`src/rtl/fb_row_reader_pkg.sv`:
```
// Shared framebuffer helpers: bytes-per-pixel derivation and depth legality.
// Used by both the row reader and the host write path packer.
package fb_row_reader_pkg;

   function automatic int tw_of(input int bitdepth);
      return bitdepth / 8;
   endfunction

   function automatic bit depth_ok(input int bitdepth);
      return (bitdepth == 8) || (bitdepth == 16) || (bitdepth == 24);
   endfunction

endpackage

```
`src/rtl/fb_row_reader_byte_serializer.sv`:
```
// Splits one pixel into TW bytes, LSB first, behind a valid/ready handshake.
// done pulses on the handshake of the final byte of the pixel.
module fb_row_reader_byte_serializer
   import fb_row_reader_pkg::*;
#(
   parameter int BITDEPTH = 24
) (
   input  logic                clk,
   input  logic                rst_n,
   input  logic                load,
   input  logic [BITDEPTH-1:0] din,
   input  logic                last_col,
   input  logic                out_ready,
   output logic [7:0]          out_data,
   output logic                out_valid,
   output logic                out_last,
   output logic                done
);

   localparam int TW = tw_of(BITDEPTH);
   localparam int IW = (TW > 1) ? $clog2(TW) : 1;
   localparam logic [IW-1:0] LAST_IDX = IW'(TW - 1);

   logic [BITDEPTH-1:0] sreg;
   logic [IW-1:0]       idx;
   logic                hs;
   logic                last_byte;

   assign hs        = out_valid & out_ready;
   assign last_byte = (idx == LAST_IDX);
   assign done      = hs & last_byte;
   assign out_data  = sreg[7:0];
   assign out_last  = out_valid & last_col & last_byte;

   always_ff @(posedge clk or negedge rst_n) begin
      if (!rst_n) begin
         sreg      <= '0;
         idx       <= '0;
         out_valid <= 1'b0;
      end else if (load) begin
         sreg      <= din;
         idx       <= '0;
         out_valid <= 1'b1;
      end else if (hs) begin
         sreg <= sreg >> 8;
         idx  <= idx + 1'b1;
         if (last_byte) out_valid <= 1'b0;
      end
   end

endmodule

```
`src/rtl/fb_row_reader.sv`:
```
// Reads one framebuffer row per command and streams it out as bytes.
// FSM and column counter live here; byte splitting is in the serializer.
module fb_row_reader
   import fb_row_reader_pkg::*;
#(
   parameter int N_ROWS     = 64,
   parameter int N_COLS     = 64,
   parameter int BITDEPTH   = 24,
   parameter int LOG_N_ROWS = $clog2(N_ROWS),
   parameter int LOG_N_COLS = $clog2(N_COLS)
) (
   input  logic                  clk,
   input  logic                  rst_n,
   input  logic [LOG_N_ROWS-1:0] cmd_row,
   input  logic                  cmd_stb,
   output logic                  busy,
   output logic [LOG_N_ROWS-1:0] fbr_row_addr,
   output logic                  fbr_row_load,
   input  logic                  fbr_row_rdy,
   output logic [LOG_N_COLS-1:0] fbr_col_addr,
   output logic                  fbr_rden,
   input  logic [23:0]           fbr_data,
   output logic [7:0]            out_data,
   output logic                  out_valid,
   input  logic                  out_ready,
   output logic                  out_last
);

   if (!depth_ok(BITDEPTH)) begin : g_bad_depth
      $error("fb_row_reader: BITDEPTH must be 8, 16 or 24");
   end

   typedef enum logic [2:0] {
      IDLE, LOAD, WAIT_RDY, READ, FETCH, SEND
   } state_t;

   localparam logic [LOG_N_COLS-1:0] LAST_COL = LOG_N_COLS'(N_COLS - 1);

   state_t                state;
   state_t                state_nx;
   logic [LOG_N_COLS-1:0] col;
   logic                  last_col;
   logic                  ser_load;
   logic                  ser_done;

   assign last_col     = (col == LAST_COL);
   assign fbr_col_addr = col;
   assign fbr_rden     = (state == READ);
   assign fbr_row_load = (state == LOAD);

   always_comb begin
      state_nx = state;
      ser_load = 1'b0;
      unique case (state)
         IDLE:     if (cmd_stb) state_nx = LOAD;
         LOAD:     state_nx = WAIT_RDY;
         WAIT_RDY: if (fbr_row_rdy) state_nx = READ;
         READ:     state_nx = FETCH;
         FETCH: begin
            ser_load = 1'b1;
            state_nx = SEND;
         end
         SEND:     if (ser_done) state_nx = last_col ? IDLE : READ;
         default:  state_nx = IDLE;
      endcase
   end

   always_ff @(posedge clk or negedge rst_n) begin
      if (!rst_n) begin
         state        <= IDLE;
         busy         <= 1'b0;
         fbr_row_addr <= '0;
         col          <= '0;
      end else begin
         state <= state_nx;
         busy  <= (state_nx != IDLE);
         if (state == IDLE && cmd_stb) begin
            fbr_row_addr <= cmd_row;
            col          <= '0;
         end else if (state == SEND && ser_done && !last_col) begin
            col <= col + 1'b1;
         end
      end
   end

   fb_row_reader_byte_serializer #(
      .BITDEPTH (BITDEPTH)
   ) u_ser (
      .clk       (clk),
      .rst_n     (rst_n),
      .load      (ser_load),
      .din       (fbr_data[BITDEPTH-1:0]),
      .last_col  (last_col),
      .out_ready (out_ready),
      .out_data  (out_data),
      .out_valid (out_valid),
      .out_last  (out_last),
      .done      (ser_done)
   );

endmodule

```
`config.mk`:
```
export PLATFORM = sky130hd
export DESIGN_NAME = fb_row_reader
export DESIGN_NICKNAME = d
export VERILOG_FILES = /design/src/rtl/fb_row_reader_pkg.sv /design/src/rtl/fb_row_reader_byte_serializer.sv /design/src/rtl/fb_row_reader.sv
export SDC_FILE = /design/constraint.sdc
export NUM_CORES = 1
export LEC_CHECK = 0
export CAP_MARGIN = 25
export CELL_PAD_IN_SITES_DETAIL_PLACEMENT = 0
export CELL_PAD_IN_SITES_GLOBAL_PLACEMENT = 1
export CORE_AREA = 4 4 86 88
export DETAILED_ROUTE_END_ITERATION = 16
export DIE_AREA = 0 0 90 92
export HOLD_SLACK_MARGIN = 0.15
export PLACE_DENSITY_LB_ADDON = 0.08
export SETUP_SLACK_MARGIN = 0.1
export SLEW_MARGIN = 0
export SYNTH_ARGS = -nofsm -noshare
export SYNTH_HDL_FRONTEND = slang
export SYNTH_SLANG_ARGS = --single-unit
export TNS_END_PERCENT = 100
```
`constraint.sdc`:
```
create_clock -name clk -period 1.3 [get_ports clk]
set_input_delay 0.26 -clock clk [delete_from_list [all_inputs] [get_ports clk]]
set_output_delay 0.26 -clock clk [all_outputs]
set_load 0.005 [all_outputs]
```
==> impl_metrics.ini <==
[placed_design]
place.gp.congestion = 0.7516
portBuffers = 59
dp_hpwl_microns = 3680

[clock_network]
cts_root_buf = clkbuf_8
clk_path_buf_depth = 2
htreeDepth = 2
path_clk_slew_ns = 0.09
clkLatencyLatePin_ns = 0.30
cts_num_sinks = 43
numCtsBuffers = 5
cts_tree = built

[global_route]
grt-ovfl-total = 0
grt_max_degree = 27
grt_first_pass_wirelength_microns = 9846
grt_pass1_vias = 1993
antenna_found_initial = 0
grt.total_usage_pct = 14.86

[cells_and_area]
syn_to_final_growth_pct = 89.52
post-route-util_pct = 58.93
fin_nets = 358
drive_gt1_share_pct = 52.48
diodes = 0
nFillCells = 558

[sta]
finalHoldViolations = 0
worst_pin_slew_ns = 0.4022
setup_ws_ns = -0.2265
period_needed_ns = 1.527
slew_headroom_pct = 73.19
fin_crit_sh_pct = 117.4
setup_viol = 48
rsz0062_at_grt = true
drv_slew = 0
fin_setup_tns_ns = -6.688
clock_skew_ns = 0.006391
max_freq_ghz = 0.6551

[pwr]
power_density_nw_per_um2 = 1778
max-vdd-ir-drop_v = 0.0006533
leakage_nw = 1.842

[logic_synthesis]
yosysTopAreaCell = dfrtp_1
synth.area.top_cells = dfrtp_1 52%, mux2i_1 8.2%, nand2_1 6.5%, o21ai_0 6.5%, buf_4 3.6%
yosysUniqueCellTypes = 38
synth_common_cells = 43 x dfrtp_1, 36 x nand2_1, 27 x o21ai_0, 17 x mux2i_1, 10 x buf_4
syn-num-nets = 235
synth_top_flop_cell = dfrtp_1
async_flop_share_pct = 100.0
syn_area_sq_um = 2066
ys_seq_elements = 43
synth.top_cell.area_share_pct = 52.09
yosys_warnings = 0
yosysMostFrequentCell = dfrtp_1
syn_avg_cell_area_sq_um = 10.43
synth_edf_count = 0
postSynthCellCount = 198
synth_seq_area_share_pct = 52.09

[run_status]
violations = setup timing
status = finished, violations left

[critical_path]
worstSetupPathType = flip-flop to primary output
crit_family = flip-flops
worst_r2r_path_depth = 4
crit_slowest_cell = dfrtp_2
crit_fanout = 2
start_kind = flip-flop
worst-path-buf-inv = 1
rrSetupSlack_ns = -0.20
cp_cell_sequence = ha_4 -> nand2_4 -> nor2_4 -> and3_1 -> buf_2
arrival_ns = 1.27
crit_required_ns = 1.04
slowest_delay_ns = 0.44
endpoint_kind = primary output
timing.rr.end = fbr_row_addr[1]
timing.rr.start = state[1]

[floorplan]
ios = 60
die_h_microns = 92
initial_core_util_pct = 31.09
rows = 30
core_area_sq_um = 6644
die_area_sq_um = 8280
die_x_microns = 90

[route]
vias_per_cell = 4.697
via_count = 1888
drc_errors = 0
route.final.wire_length_microns = 6147
wl_per_cell_microns = 15.29
antenna_left = 0
drtPass1Iterations = 4
drt_iter0_drc = 69

[job]
maxCapViolCount = 0

[hold_path]
hp-class = input port to async pin
[per-layer routing]
metal | part of all wire, % | global-route usage (%) | up-vias
met5 | 0 | 0 | -
met4 | 1.3 | 3.827 | 0
met3 | 4.0 | 3.774 | 8
met2 | 49 | 25.58 | 41
met1 | 46 | 18.62 | 909
li1 | - | - | 930
[sequential cells by signal, indices dropped and copies added, names as in the netlist]
name,flops
u_ser.sreg,24
fbr_row_addr,6
state,3
fbr_col_addr,6
busy,1
u_ser.idx,2
u_ser.out_valid,1
[repair_timing]
action	CTS	global route
hold buffers	1	0
cloned	3	3
endpoints found under the setup margin	67	57
gates resized for setup	134	76
hold endpoints to repair	11	0
pin swaps	12	40
setup buffers	31	12
[layout by cell type, fill, tap and decap left out, drive strengths merged, types with 2 or more instances in the layout]
cell           netlist  routed
inv                  2       2
clkbuf               3      11
nand2               37      37
a21oi                5       5
mux2i               17      17
and3                 2       2
ha                   2       2
o31ai                2       2
nand3                4       4
nor3b                3       3
nor3                 4       4
mux2                 6       6
a21o                 2       2
or3                  2       2
buf                 16      83
nor2                 7       7
o21ai               27      27
dfrtp               43      43
clkdlybuf4s15        0      13
clkdlybuf4s50        0      33
[metrics by stage]
| step | area [sq um] | std cells | setup WS, ns | power (mW) | hold WS, ns |
|---|---|---|---|---|---|
| 6_report | 3915 | 402 | -0.2265 | 6.960 | 0.4159 |
| 5_1_grt | 3915 | 402 | -0.2970 | 7.417 | 0.4490 |
| 4_1_cts | 3588 | 393 | -0.2399 | 6.426 | 0.4115 |
| 3_5_place_dp | 3022 | 353 | -0.3369 | 4.710 | 0.2030 |
| 3_3_place_gp | 3022 | 353 | -0.3240 | 4.685 | 0.1997 |
| 2_1_floorplan | 2140 | 198 | -0.1110 | 3.578 | -0.03559 |
[cells by family after synthesis]
| family | after synthesis | synth area share [%] |
|---|---|---|
| simple gates | 67 | 16.54 |
| xor+xnor | 2 | 0.8481 |
| buf+inv | 21 | 6.299 |
| compound gates | 40 | 11.51 |
| mux | 23 | 11.51 |
| flops | 43 | 52.09 |
| fa+ha+maj | 2 | 1.211 |
[how the worst max path moves through the flow]
stage / from / to / slack [ns] / depth (start not counted)
3_5_place_dp: fbr_col_addr[1] / out_last / -0.34 / 5
4_1_cts: state[2] / fbr_row_addr[4] / -0.24 / 5
5_1_grt: state[2] / fbr_rden / -0.30 / 4
3_3_place_gp: fbr_col_addr[1] / out_last / -0.32 / 5
2_1_floorplan: state[1] / fbr_row_addr[2] / -0.11 / 4
6_report: fbr_col_addr[1] / out_last / -0.23 / 5
[cell type report]
type	count	area (sq um)	area share, %
Clock buffer	6	72.57	1.854
Clock inverter	2	12.51	0.3196
Inverter	2	7.507	0.1918
Multi-Input combinational cell	134	1207	30.84
Sequential cell	43	1079	27.55
Tap cell	80	100.1	2.557
Timing Repair Buffer	135	1436	36.69
[power by group]
group	internal, mW	switching [mW]
combinational	2.36	1.57
sequential	1.86	0.303
clock	0.377	0.491
Note: power is estimated with default switching activity, not from simulation.
